<file path="src/rtl/uart_sched_pkg.sv">
// ---------------------------------------------------------------------------
// uart_sched_pkg
// Shared types and constants for the UART transmit scheduler.
//   schedState_t : scheduler FSM states
//   HDR_TAG      : upper nibble of the optional per-message header byte
//   idxWidth()   : bits needed to index n items (never less than 1)
// No ports (package).
// ---------------------------------------------------------------------------
package uart_sched_pkg;

  typedef enum logic [1:0] {
    IDLE    = 2'd0,
    START   = 2'd1,
    WAIT_HI = 2'd2,
    WAIT_LO = 2'd3
  } schedState_t;

  localparam logic [3:0] HDR_TAG = 4'hA;

  // Index width helper: $clog2 collapses to 0 for n<=1, which would give
  // zero-width vectors, so one bit is the floor.
  function automatic int idxWidth(input int n);
    if (n <= 2) begin
      return 1;
    end
    return $clog2(n);
  endfunction

endpackage

</file>
<file path="src/rtl/uart_tx_sched_rr_arbiter.sv">
// ---------------------------------------------------------------------------
// rr_arbiter
// Combinational round-robin arbiter. The winner is the first requester found
// searching upward, with wrap, starting one above the previous winner.
// Ports:
//   req        in  [N-1:0]  level requests
//   last_grant in  [W-1:0]  index of the previous winner
//   grant      out [N-1:0]  one-hot winner, all zero when req is zero
// ---------------------------------------------------------------------------
module rr_arbiter
  import uart_sched_pkg::*;
#(
  parameter int N = 4,
  parameter int W = idxWidth(N)
) (
  input  logic [N-1:0] req,
  input  logic [W-1:0] last_grant,
  output logic [N-1:0] grant
);

  int w_dist;
  int w_bestDist;
  int w_bestIdx;

  // Each requester gets a rotated distance from the slot just after the
  // previous winner; the closest active requester wins. Indexing only with
  // loop variables keeps every bit select statically sized.
  always_comb begin
    grant      = '0;
    w_dist     = 0;
    w_bestDist = N;
    w_bestIdx  = 0;
    for (int i = 0; i < N; i++) begin
      w_dist = i - int'(last_grant) - 1;
      if (w_dist < 0) begin
        w_dist = w_dist + N;
      end
      if (req[i] && (w_dist < w_bestDist)) begin
        w_bestDist = w_dist;
        w_bestIdx  = i;
      end
    end
    for (int i = 0; i < N; i++) begin
      grant[i] = (w_bestDist < N) && (w_bestIdx == i);
    end
  end

endmodule

</file>
<file path="src/rtl/uart_tx_sched.sv">
// ---------------------------------------------------------------------------
// uart_tx_sched
// Shares one uart_tx among N_REQ requesters. A round-robin winner's whole
// message is latched, then fed byte by byte (byte 0 first) through the
// start_tx / tx_busy handshake. Messages are never interleaved.
// Optional feature macro: UART_SCHED_HDR_EN -- when defined, each message is
// prefixed with header byte {HDR_TAG, winner id}.
// Ports:
//   clk         in   system clock
//   reset       in   synchronous active-high reset
//   req         in   [N_REQ-1:0] level request per requester
//   req_data    in   [N_REQ*MSG_BYTES*8-1:0] flat payloads, requester i at
//                    slice [i*MSG_BYTES*8 +: MSG_BYTES*8]
//   ack         out  [N_REQ-1:0] one-hot pulse, payload latched
//   done        out  pulse, last byte finished on the line
//   err         out  pulse, tx_busy never rose, message dropped
//   busy        out  high from grant until done/err
//   data_to_tx  out  [7:0] byte to uart_tx
//   start_tx    out  registered start pulse to uart_tx
//   tx_busy     in   busy flag from uart_tx
// ---------------------------------------------------------------------------
module uart_tx_sched
  import uart_sched_pkg::*;
#(
  parameter int N_REQ       = 4,
  parameter int MSG_BYTES   = 2,
  parameter int ACK_TIMEOUT = 15
) (
  input  logic                         clk,
  input  logic                         reset,
  input  logic [N_REQ-1:0]             req,
  input  logic [N_REQ*MSG_BYTES*8-1:0] req_data,
  output logic [N_REQ-1:0]             ack,
  output logic                         done,
  output logic                         err,
  output logic                         busy,
  output logic [7:0]                   data_to_tx,
  output logic                         start_tx,
  input  logic                         tx_busy
);

`ifdef UART_SCHED_HDR_EN
  localparam int HDR_BYTES = 1;
`else
  localparam int HDR_BYTES = 0;
`endif

  localparam int TOTAL = MSG_BYTES + HDR_BYTES;
  localparam int PW    = MSG_BYTES * 8;
  localparam int BW    = TOTAL * 8;
  localparam int LG_W  = idxWidth(N_REQ);
  localparam int IDX_W = idxWidth(TOTAL);
  localparam int CNT_W = idxWidth(ACK_TIMEOUT);

  localparam logic [IDX_W-1:0] LAST_IDX = IDX_W'(TOTAL - 1);
  localparam logic [CNT_W-1:0] CNT_MAX  = CNT_W'(ACK_TIMEOUT - 1);
  localparam logic [LG_W-1:0]  LG_RESET = LG_W'(N_REQ - 1);

  schedState_t      r_state;
  logic [LG_W-1:0]  r_lastGrant;
  logic [IDX_W-1:0] r_byteIdx;
  logic [CNT_W-1:0] r_ackCnt;
  logic [BW-1:0]    r_msgBuf;

  logic [N_REQ-1:0] w_grant;
  logic [LG_W-1:0]  w_winIdx;
  logic [PW-1:0]    w_payload;
  logic [BW-1:0]    w_newMsg;
  logic [7:0]       w_curByte;

  rr_arbiter #(
    .N (N_REQ),
    .W (LG_W)
  ) u_arb (
    .req        (req),
    .last_grant (r_lastGrant),
    .grant      (w_grant)
  );

  // Turn the one-hot grant into a binary winner id and pick out that
  // requester's payload slice, ready to be latched when IDLE arbitrates.
  always_comb begin
    w_winIdx  = '0;
    w_payload = '0;
    for (int i = 0; i < N_REQ; i++) begin
      if (w_grant[i]) begin
        w_winIdx  = LG_W'(i);
        w_payload = req_data[i*PW +: PW];
      end
    end
  end

  // The message buffer holds every byte that goes on the line, so the
  // header (when enabled) simply sits in byte slot 0 ahead of the payload.
`ifdef UART_SCHED_HDR_EN
  assign w_newMsg = {w_payload, HDR_TAG, 4'(w_winIdx)};
`else
  assign w_newMsg = w_payload;
`endif

  assign w_curByte = 8'(r_msgBuf >> {r_byteIdx, 3'b000});

  // Scheduler FSM with registered outputs. Pulses (ack, done, err,
  // start_tx) default low every cycle. data_to_tx is only loaded when a
  // byte is launched, so it stays put for the whole uart_tx transfer.
  // The timeout counter starts at launch and err lands ACK_TIMEOUT cycles
  // after the start_tx pulse if tx_busy never rises.
  always_ff @(posedge clk) begin
    if (reset) begin
      r_state     <= IDLE;
      r_lastGrant <= LG_RESET;
      r_byteIdx   <= '0;
      r_ackCnt    <= '0;
      r_msgBuf    <= '0;
      ack         <= '0;
      done        <= 1'b0;
      err         <= 1'b0;
      busy        <= 1'b0;
      data_to_tx  <= 8'h00;
      start_tx    <= 1'b0;
    end else begin
      ack      <= '0;
      done     <= 1'b0;
      err      <= 1'b0;
      start_tx <= 1'b0;
      case (r_state)
        IDLE: begin
          if (|req) begin
            r_msgBuf    <= w_newMsg;
            ack         <= w_grant;
            r_lastGrant <= w_winIdx;
            r_byteIdx   <= '0;
            busy        <= 1'b1;
            r_state     <= START;
          end
        end
        START: begin
          if (!tx_busy) begin
            start_tx   <= 1'b1;
            data_to_tx <= w_curByte;
            r_ackCnt   <= '0;
            r_state    <= WAIT_HI;
          end
        end
        WAIT_HI: begin
          if (tx_busy) begin
            r_state <= WAIT_LO;
          end else if (r_ackCnt == CNT_MAX) begin
            err     <= 1'b1;
            busy    <= 1'b0;
            r_state <= IDLE;
          end else begin
            r_ackCnt <= r_ackCnt + 1'b1;
          end
        end
        WAIT_LO: begin
          if (!tx_busy) begin
            if (r_byteIdx == LAST_IDX) begin
              done    <= 1'b1;
              busy    <= 1'b0;
              r_state <= IDLE;
            end else begin
              r_byteIdx <= r_byteIdx + 1'b1;
              r_state   <= START;
            end
          end
        end
        default: begin
          r_state <= IDLE;
        end
      endcase
    end
  end

endmodule

</file>
<file path="config.mk">
export PLATFORM = sky130hd
export DESIGN_NAME = uart_tx_sched
export DESIGN_NICKNAME = d
export VERILOG_FILES = /design/src/rtl/uart_sched_pkg.sv /design/src/rtl/uart_tx_sched_rr_arbiter.sv /design/src/rtl/uart_tx_sched.sv
export SDC_FILE = /design/constraint.sdc
export NUM_CORES = 1
export LEC_CHECK = 0
export CAP_MARGIN = 30
export CORE_MARGIN = 8
export CORE_UTILIZATION = 49
export DETAILED_ROUTE_END_ITERATION = 8
export GPL_TIMING_DRIVEN = 0
export PLACE_DENSITY_LB_ADDON = 0.25
export SYNTH_ARGS = -nofsm -noshare
export SYNTH_HDL_FRONTEND = slang
export SYNTH_SLANG_ARGS = --single-unit
</file>
<file path="constraint.sdc">
create_clock -name clk -period 7.74 [get_ports clk]
set_clock_uncertainty 0.05 [all_clocks]
set_input_delay 1.161 -clock clk [delete_from_list [all_inputs] [get_ports clk]]
set_output_delay 1.161 -clock clk [all_outputs]
set_load 0.005 [all_outputs]
</file>
==> key figures, run 1 <==
Yosys
  • Post-synthesis sequential area ratio: 17.9%
  • Synth area leader: ha_1
  • Ys async rst share: 0%
  • Library cells used by synthesis: 71
  • Mapped Avg Cell Area: 8.62 um^2
  • Area contributors post-synth: ha_1 (28%), dfxtp_1 (18%), nand2_1 (3.8%)
  • Post-synth EDFFs: 0
  • Ys flop type: dfxtp_1
  • Cell Area, Synth: 4580 um^2
  • Yosys top cell area share: 27.9%
  • Synth Register Bits: 41
  • YS warnings: 0
  • Syn Inst Count: 531

Cells and area
  • Post-layout net count: 835
  • Commonest non-fill, non-tap cell in the layout: ha_1
  • Commonest cells after routing, fill and taps aside: ha_1 (102), clkdlybuf4s50_1 (84), nand2_1 (45)
  • Finished Cell Area: 5900 um^2
  • Fraction of layout cells with a size suffix above 1: 9.83%
  • Synth-to-Final Area Change: 28.9%
  • N_diodes: 0

Clocking
  • H-Tree Depth: 2
  • CTS Buf Count: 5
  • Clock Latency Late Sink: 0.29 ns
  • Root buffer cell: clkbuf_8
  • Clock Tree Buf Depth: 2
  • CTS tree: done
  • Hold Buf Count CTS: 0
  • Reg clk slew, reported paths: 0.08 ns
  • Sink Count: 41

Timing
  • Max Slew Vio Count: 0
  • Final count of hold timing violations: 0
  • Crit share post-route: 94.6%
  • Worst Tran Pin Value: 0.681 ns
  • Fmax: 137 MHz
  • Hold WS: 0.416 ns
  • Relative slew slack: 54.4%
  • Setup violators final: 0
  • RSZ-0062 raised after global routing: false
  • Period minus WS final: 7.32 ns
  • Fin Setup TNS: 0 ns

Route
  • DRC viols: 0
  • Vias per cell: 5.77
  • Pre-Repair DR Iteration Count: 5
  • Routed length per instance: 16.8 um
  • Iter 0 DRT Violations: 232
  • Post-DRT Antenna Nets: 0
  • Final WL: 12.9 mm
  • Via count: 4458

Floorplan
  • Die Width: 113 um
  • Die height: 113 um
  • Core area: 9150 um^2
  • Standard-cell row count: 35
  • DIE AREA: 12700 um^2
  • Starting Density: 50.0%
  • I/O pin cnt: 87

GRT
  • Vias in the first global route: 4503
  • Most Used Layer, Global Route: met2
  • GR met2 Demand/Resource: 37.7%
  • Largest net degree at the start of global routing: 17
  • Initial antenna violation count: 0
  • Total GRT Usage: 20.0%
  • GRT overflow: 0
  • Met3 Use GR: 2.25%
  • GRT met1 Usage: 22.7%
  • Global-route wire length before repair: 21.3 mm

Critical path
  • Worst-path fanout max: 10
  • Worst Setup SP: req[0]
  • Required time worst endpoint: 7.85 ns
  • Crit end category: flip-flop
  • Worst setup endpoint: r_msgBuf[6]
  • R2R depth: 33
  • Crit Reg-Reg Startpoint: r_lastGrant[0]
  • Critical-path top delay cell: o311ai_4
  • Worst reg2reg path endpoint: r_msgBuf[6]
  • Kind of critical path: input pin to flip-flop
  • FF-to-FF setup slack: 0.55 ns
  • Max incr delay on CP: 0.38 ns
  • Worst EP arrival: 7.43 ns
  • Critical path startpoint category: input pin

Pwr
  • P_leak: 2.48 nW
  • Pwr Total: 2.26 mW
  • Peak supply drop: 274 uV
  • Pwr per Cell Area: 382 nW/um^2

Min path
  • Worst hold path type: flip-flop to flip-flop

Placed design
  • GP Congestion: 0.873
  • Input/output buffers: 84
  • Final HPWL DP: 10.5 mm
  • Placed Area: 5680 um^2

Flow run
  • Maxcap violations: 0

Status
  • Status: finished, final reports clean
## cell families (layout without fill, tap and decap cells)
group           after synthesis  after routing  share of synthesized area, %
simple gates                173            173                          18.9
compound gates              148            148                          25.6
fa+ha+maj                   104            104                          28.8
buf+inv                      47            143                          5.00
flops                        41             41                          17.9
mux                          13             13                          3.03
xor+xnor                      3              3                         0.574
other cells                   2             36                         0.164
## power by group
group / leakage (nW) / internal (mW) / switching, mW / total [mW]
sequential: 0.336 / 0.266 / 0.0334 / 0.299
combinational: 2.08 / 0.762 / 1.01 / 1.78
clock: 0.0585 / 0.105 / 0.0736 / 0.179
total: 2.48 / 1.13 / 1.12 / 2.26
## worst min-delay path by stage
stage | start | endpoint | slack (ns) | depth (start not counted)
3_3_place_gp | r_msgBuf[15] | r_msgBuf[15] | 0.39 | 2
2_1_floorplan | r_msgBuf[0] | r_msgBuf[0] | 0.37 | 2
5_1_grt | r_msgBuf[2] | r_msgBuf[2] | 0.44 | 2
3_5_place_dp | r_msgBuf[11] | r_msgBuf[11] | 0.40 | 2
6_report | r_msgBuf[2] | r_msgBuf[2] | 0.42 | 2
4_1_cts | r_msgBuf[11] | r_msgBuf[11] | 0.42 | 2
## synthesized netlist by cell type (11+ instances only)
| library cell | instances |
|---|---|
| a211oi_1 | 17 |
| a21oi_1 | 20 |
| clkbuf_1 | 13 |
| dfxtp_1 | 41 |
| ha_1 | 102 |
| inv_1 | 25 |
| nand2_1 | 46 |
| nand4_1 | 11 |
| nor2_1 | 42 |
| nor2b_1 | 14 |
| nor3_1 | 17 |
| o21ai_0 | 31 |
## through the flow
stage               util, %  setup slack, ns  instances
floorplan                 -            0.347        565
global placement       62.1           -0.569        760
detailed placement     62.1           -0.827        760
CTS                    63.6            0.133        768
global route           64.5           0.0126        772
finish                 64.5            0.419        772
## flip-flops by register name (all words and copies together) (netlist names)
register,count
data_to_tx,8
r_msgBuf,16
done,1
r_state,2
ack,4
err,1
start_tx,1
r_ackCnt,4
busy,1
r_lastGrant,2
r_byteIdx,1
## what timing repair did
action | in CTS | in global routing
cloned | 0 | 0
buffers inserted | 0 | 4
pin swaps | 0 | 1
resized for setup | 6 | 12
endpoints found under the setup margin | 20 | 19
## final cells by class
type                       count  area [um^2]
multi-input combinational    477         3710
fill                         802         3250
timing repair buffer          88          871
sequential                    41          821
buffer                        22          143
tap                          111          139
inverter                      25         97.6
clock buffer                   7         86.3
clock inverter                 1         30.0
## metal layers
layer / vias up / wire (um)
li1: 2200 / -
met1: 2123 / 5520
met2: 122 / 6740
met3: 13 / 517
met5: - / 0
met4: 0 / 168
## worst max-delay path: cells and delay by family
kind	cells	cell delay (ns)
buffers and inverters	7	1.30
and+or+nand+nor	8	1.42
adders and majority gates	3	0.92
AOI/OAI and AO/OA	14	2.60
No activity file was read; power rests on OpenSTA's default activity.
==> run 2: changes to the inputs <==
--- a/config.mk
+++ b/config.mk
@@ -6,8 +6,8 @@
 export NUM_CORES = 1
 export LEC_CHECK = 0
 export CAP_MARGIN = 30
-export CORE_MARGIN = 8
-export CORE_UTILIZATION = 49
+export CORE_MARGIN = 4
+export CORE_UTILIZATION = 54
 export DETAILED_ROUTE_END_ITERATION = 8
 export GPL_TIMING_DRIVEN = 0
 export PLACE_DENSITY_LB_ADDON = 0.25
==> constraint.sdc (replaced) <==
create_clock -name clk -period 8.25 [get_ports clk]
set_clock_uncertainty 0.05 [all_clocks]
set_input_delay 1.2375 -clock clk [delete_from_list [all_inputs] [get_ports clk]]
set_output_delay 1.2375 -clock clk [all_outputs]
set_load 0.005 [all_outputs]
==> key figures, run 2 (synthesis gave the netlist of run 1 again) <==
Timing
  • Period minus WS final: 7.83 ns
  • Fmax: 128 MHz
  • Relative slew slack: 49.5% (-5.0 points)
  • Hold WS: 0.413 ns (-0.00321 ns)
  • Final count of hold timing violations: 0 (unchanged)
  • Max Slew Vio Count: 0 (unchanged)
  • Final WS setup: 0.419 ns (-0.0000550 ns)
  • Crit share post-route: 94.9%
  • RSZ-0062 raised after global routing: false
  • Setup violators final: 0 (unchanged)
  • Worst Tran Pin Value: 0.755 ns (+0.0740 ns)

Min path
  • Worst hold path type: flip-flop to flip-flop

Critical path
  • Crit end category: flip-flop
  • Critical path startpoint category: input pin
  • Worst EP arrival: 7.94 ns (+0.51 ns)
  • Required time worst endpoint: 8.36 ns (+0.51 ns)
  • Kind of critical path: input pin to flip-flop
  • Worst-path fanout max: 10 (unchanged)
  • Max incr delay on CP: 0.37 ns (about the same)
  • Critical-path top delay cell: a311oi_2

GRT
  • Initial antenna violation count: 0 (unchanged)
  • GRT overflow: 0 (unchanged)
  • Total GRT Usage: 25.1% (+5.1 points)
  • Global-route wire length before repair: 20.7 mm (-2.9%)
  • Largest net degree at the start of global routing: 17 (unchanged)
  • Vias in the first global route: 4415 (-2.0%)

Cells and area
  • Synth-to-Final Area Change: 26.7%
  • Util after Layout: 70.5% (+6.1 points)
  • Commonest non-fill, non-tap cell in the layout: ha_1
  • Fillers: 658 (-18%)
  • Commonest cells after routing, fill and taps aside: ha_1 (102), clkdlybuf4s50_1 (84), nand2_1 (46)
  • N_diodes: 0 (unchanged)
  • Top flop regs: r_msgBuf: 16 flops, data_to_tx: 8 flops
  • Post-layout net count: 831 (-0.48%)
  • Fraction of layout cells with a size suffix above 1: 8.54% (-1.3 points)
  • Max reg flops: 16 (unchanged)
  • Register name with the most flops: r_msgBuf

Pwr
  • Peak supply drop: 232 uV (-15%)
  • P_leak: 2.45 nW (-1.2%)
  • Pwr per Cell Area: 358 nW/um^2 (-6.4%)
  • Pwr Total: 2.07 mW (-8.0%)

Route
  • Via count: 4525 (+1.5%)
  • Routed length per instance: 16.7 um (-0.44%)
  • Post-DRT Antenna Nets: 0 (unchanged)
  • Final WL: 12.7 mm (-1.9%)
  • Iter 0 DRT Violations: 220 (-5.2%)
  • Vias per cell: 5.95 (+3.0%)
  • DRC viols: 0 (unchanged)
  • Pre-Repair DR Iteration Count: 5 (unchanged)

Clocking
  • Clock Tree Buf Depth: 2 (unchanged)
  • Hold Buf Count CTS: 0 (unchanged)
  • Reg clk slew, reported paths: 0.08 ns (about the same)
  • CTS Buf Count: 5 (unchanged)
  • Root buffer cell: clkbuf_8
  • Sink Count: 41 (unchanged)
  • CTS tree: done
  • Clock Latency Late Sink: 0.29 ns (about the same)
  • H-Tree Depth: 2 (unchanged)

Floorplan
  • Die height: 100 um (-11%)
  • Core area: 8220 um^2 (-10%)
  • Die Width: 100 um (-11%)
  • DIE AREA: 10000 um^2 (-21%)
  • I/O pin cnt: 87 (unchanged)
  • Starting Density: 55.7% (+5.7 points)
  • Standard-cell row count: 33 (-5.7%)

Flow run
  • Maxcap violations: 0 (unchanged)

Placed design
  • Final HPWL DP: 10.3 mm (-1.7%)
  • Input/output buffers: 84 (unchanged)
  • GP Congestion: 0.932 (+6.8%)
  • Setup slack at placement: -0.331 ns (+0.495 ns)

Status
  • Status: finished, final reports clean
## run 2: cell types whose count changed in the layout (fill, tap and decap cells not counted), sizes merged
cell,delta
inv,+1
clkinvlp,-1
clkbuf,-3
clkinv,+1
buf,-3
## run 2: final cells by class
type | instances | area [um^2] | area share [%]
multi-input combinational | 477 | 3670 | 63.3
sequential | 41 | 821 | 14.2
timing repair buffer | 84 | 841 | 14.5
clock inverter | 2 | 35.0 | 0.604
buffer | 22 | 138 | 2.37
tap | 105 | 131 | 2.27
inverter | 25 | 93.8 | 1.62
clock buffer | 5 | 68.8 | 1.19
## run 2: through the flow
stage	instances	instance area, um^2	setup TNS [ns]
global placement	754	5680	-1.18
detailed placement	754	5680	-3.16
global route	761	5800	0
CTS	761	5790	0
floorplan	565	4700	0
finish	761	5800	0
## run 2: path summary, 6_finish.rpt
check | startpoint | endpoint | slack, ns | cells past startpoint
setup / recovery | req[0] | r_msgBuf[6] | 0.42 | 32
hold / removal | r_msgBuf[15] | r_msgBuf[15] | 0.41 | 2
setup reg to reg | r_lastGrant[1] | r_msgBuf[6] | 0.58 | 33
hold reg to reg | r_msgBuf[15] | r_msgBuf[15] | 0.41 | 2
## run 2: timing repair
item / CTS / global route
resized for setup: 1 / 7
setup buffers: 0 / 0
endpoints found under the setup margin: 7 / 20
pin swaps: 0 / 0
## run 2: critical path, delay by kind of cell
kind                       cells  cell delay (ns)
AOI/OAI and AO/OA             14             2.85
adders and majority gates      3             0.96
buffers and inverters          7             1.42
and+or+nand+nor                8             1.45
## run 2: where the power goes
group / internal, mW / switching, mW
clock network: 0.0880 / 0.0704
logic: 0.693 / 0.943
registers: 0.250 / 0.0313
## run 2: per-layer routing
metal | vias to the layer above | share of wire [%] | global-route usage (%)
met5 | - | 0 | 0
met4 | 0 | 3.5 | 10.8
met3 | 40 | 5.3 | 3.27
met2 | 150 | 49 | 44.3
met1 | 2139 | 42 | 30.4
li1 | 2196 | - | -
==> run 3: changes to the inputs <==
--- a/config.mk
+++ b/config.mk
@@ -7,7 +7,7 @@
 export LEC_CHECK = 0
 export CAP_MARGIN = 30
 export CORE_MARGIN = 4
-export CORE_UTILIZATION = 54
+export CORE_UTILIZATION = 25
 export DETAILED_ROUTE_END_ITERATION = 8
 export GPL_TIMING_DRIVEN = 0
 export PLACE_DENSITY_LB_ADDON = 0.25
==> key figures, run 3 (synthesis gave the netlist of run 1 again) <==
Floorplan
  • Starting Density: 25.5% (-30 points)
  • DIE AREA: 20500 um^2 (+110%)
  • Die height: 143 um (+43%)
  • Standard-cell row count: 49 (+48%)
  • I/O pin cnt: 87 (unchanged)
  • Core area: 18000 um^2 (+120%)
  • Die Width: 143 um (+43%)

Flow run
  • Maxcap violations: 0 (unchanged)

GRT
  • Largest net degree at the start of global routing: 17 (unchanged)
  • Vias in the first global route: 4543 (+2.9%)
  • Total GRT Usage: 13.6% (-11 points)
  • Global-route wire length before repair: 22.9 mm (+11%)
  • GRT overflow: 0 (unchanged)
  • Initial antenna violation count: 0 (unchanged)

Critical path
  • Critical-path top delay cell: a2111oi_2
  • Kind of critical path: input pin to flip-flop
  • Required time worst endpoint: 8.34 ns (-0.02 ns)
  • Crit path max-delay family: compound AO/OA/AOI/OAI gates
  • R2R depth: 33 (unchanged)
  • Worst-path fanout max: 10 (unchanged)
  • Max incr delay on CP: 0.49 ns (+0.12 ns)
  • Worst path buffer plus inverter count: 7 (unchanged)
  • Worst EP arrival: 7.81 ns (-0.13 ns)
  • Crit end category: flip-flop
  • Critical path startpoint category: input pin
  • WP depth: 31 (-3.1%)

Clocking
  • CTS Buf Count: 5 (unchanged)
  • CTS tree: done
  • H-Tree Depth: 2 (unchanged)
  • Reg clk slew, reported paths: 0.05 ns (-0.03 ns)
  • Hold Buf Count CTS: 0 (unchanged)
  • Sink Count: 41 (unchanged)
  • Clock Tree Buf Depth: 2 (unchanged)
  • Root buffer cell: clkbuf_16
  • Clock Latency Late Sink: 0.29 ns (about the same)

Pwr
  • Pwr per Cell Area: 353 nW/um^2 (-1.4%)
  • P_leak: 2.47 nW (+0.92%)
  • Peak supply drop: 161 uV (-31%)
  • Pwr Total: 2.12 mW (+2.3%)

Route
  • Iter 0 DRT Violations: 174 (-21%)
  • DRC viols: 0 (unchanged)
  • Final WL: 14.0 mm (+10%)
  • Pre-Repair DR Iteration Count: 4 (-1)
  • Vias per cell: 4.90 (-18%)
  • Routed length per instance: 15.8 um (-5.2%)
  • Post-DRT Antenna Nets: 0 (unchanged)
  • Via count: 4344 (-4.0%)

Cells and area
  • Max reg flops: 16 (unchanged)
  • Fraction of layout cells with a size suffix above 1: 9.13% (+0.60 points)
  • Commonest cells after routing, fill and taps aside: ha_1 (102), clkdlybuf4s50_1 (84), nand2_1 (46)
  • Post-layout net count: 833 (+0.24%)
  • Top flop regs: r_msgBuf: 16 flops, data_to_tx: 8 flops
  • N_diodes: 0 (unchanged)
  • Commonest non-fill, non-tap cell in the layout: ha_1
  • Synth-to-Final Area Change: 31.5%
  • Register name with the most flops: r_msgBuf

Placed design
  • GP Congestion: 0.846 (-9.3%)
  • Input/output buffers: 84 (unchanged)
  • Final HPWL DP: 11.5 mm (+12%)

Timing
  • Setup violators final: 0 (unchanged)
  • Fmax: 130 MHz (+1.6%)
  • Final count of hold timing violations: 0 (unchanged)
  • Max Slew Vio Count: 0 (unchanged)
  • Hold WS: 0.404 ns (-0.00910 ns)
  • Relative slew slack: 43.9% (-5.6 points)
  • Crit share post-route: 93.5% (-1.5 points)
  • Period minus WS final: 7.71 ns (-0.120 ns)
  • RSZ-0062 raised after global routing: false
  • Worst Tran Pin Value: 0.839 ns (+0.0836 ns)

Min path
  • Hold depth: 2 (unchanged)
  • Worst hold path type: flip-flop to flip-flop

Status
  • Status: finished, final reports clean
## run 3: timing repair
action / in CTS / in global routing
setup buffers: 0 / 2
gates resized for setup: 3 / 9
endpoints found under the hold margin: 0 / 0
endpoints found under the setup margin: 16 / 20
## run 3: where the power goes
group	leakage, nW	internal [mW]	total [mW]	switching, mW
clock	0.0655	0.108	0.183	0.0755
combinational	2.07	0.703	1.66	0.956
sequential	0.336	0.250	0.280	0.0299
## run 3: cell type report
| type | count | area [um^2] |
|---|---|---|
| clock inverters | 1 | 5.00 |
| flip-flops and latches | 41 | 821 |
| multi-input cells | 477 | 3670 |
| well taps | 229 | 287 |
| clock buffers | 5 | 125 |
| inverters | 25 | 97.6 |
| repair buffers | 86 | 868 |
| fillers | 1884 | 11900 |
| plain buffers | 22 | 140 |
## run 3: tightest hold or removal path: stages, from the launching register on
cell,delay [ns]
dfxtp_1,0.32
nand2_1,0.05
o31ai_1,0.05
## run 3: per-layer routing
| layer | GRT usage (%) | routed length [um] | up-vias |
|---|---|---|---|
| met1 | 17.1 | 6300 | 2022 |
| met2 | 24.8 | 6720 | 110 |
| met3 | 1.66 | 865 | 11 |
| met4 | 2.82 | 136 | 0 |
| li1 | - | - | 2201 |
| met5 | 0 | 0 | - |
## run 3: path summary, 6_finish.rpt
path                                      to  slack, ns            from
worst max-delay path             r_msgBuf[6]       0.54          req[0]
worst min-delay path            r_msgBuf[15]       0.40    r_msgBuf[15]
worst max register to register   r_msgBuf[6]       0.65  r_lastGrant[1]
worst min register to register  r_msgBuf[15]       0.40    r_msgBuf[15]
## run 3: through the flow
stage	utilization (%)	worst slack (ns)	area, um^2	cells	TNS [ns]
detailed placement	32.5	-0.875	5830	878	-12.14
finish	33.5	0.539	6020	886	0
global route	33.5	0.0416	6020	886	0
floorplan	-	0.781	4700	565	0
global placement	32.5	-0.684	5830	878	-8.43
CTS	33.2	0.0444	5970	884	0
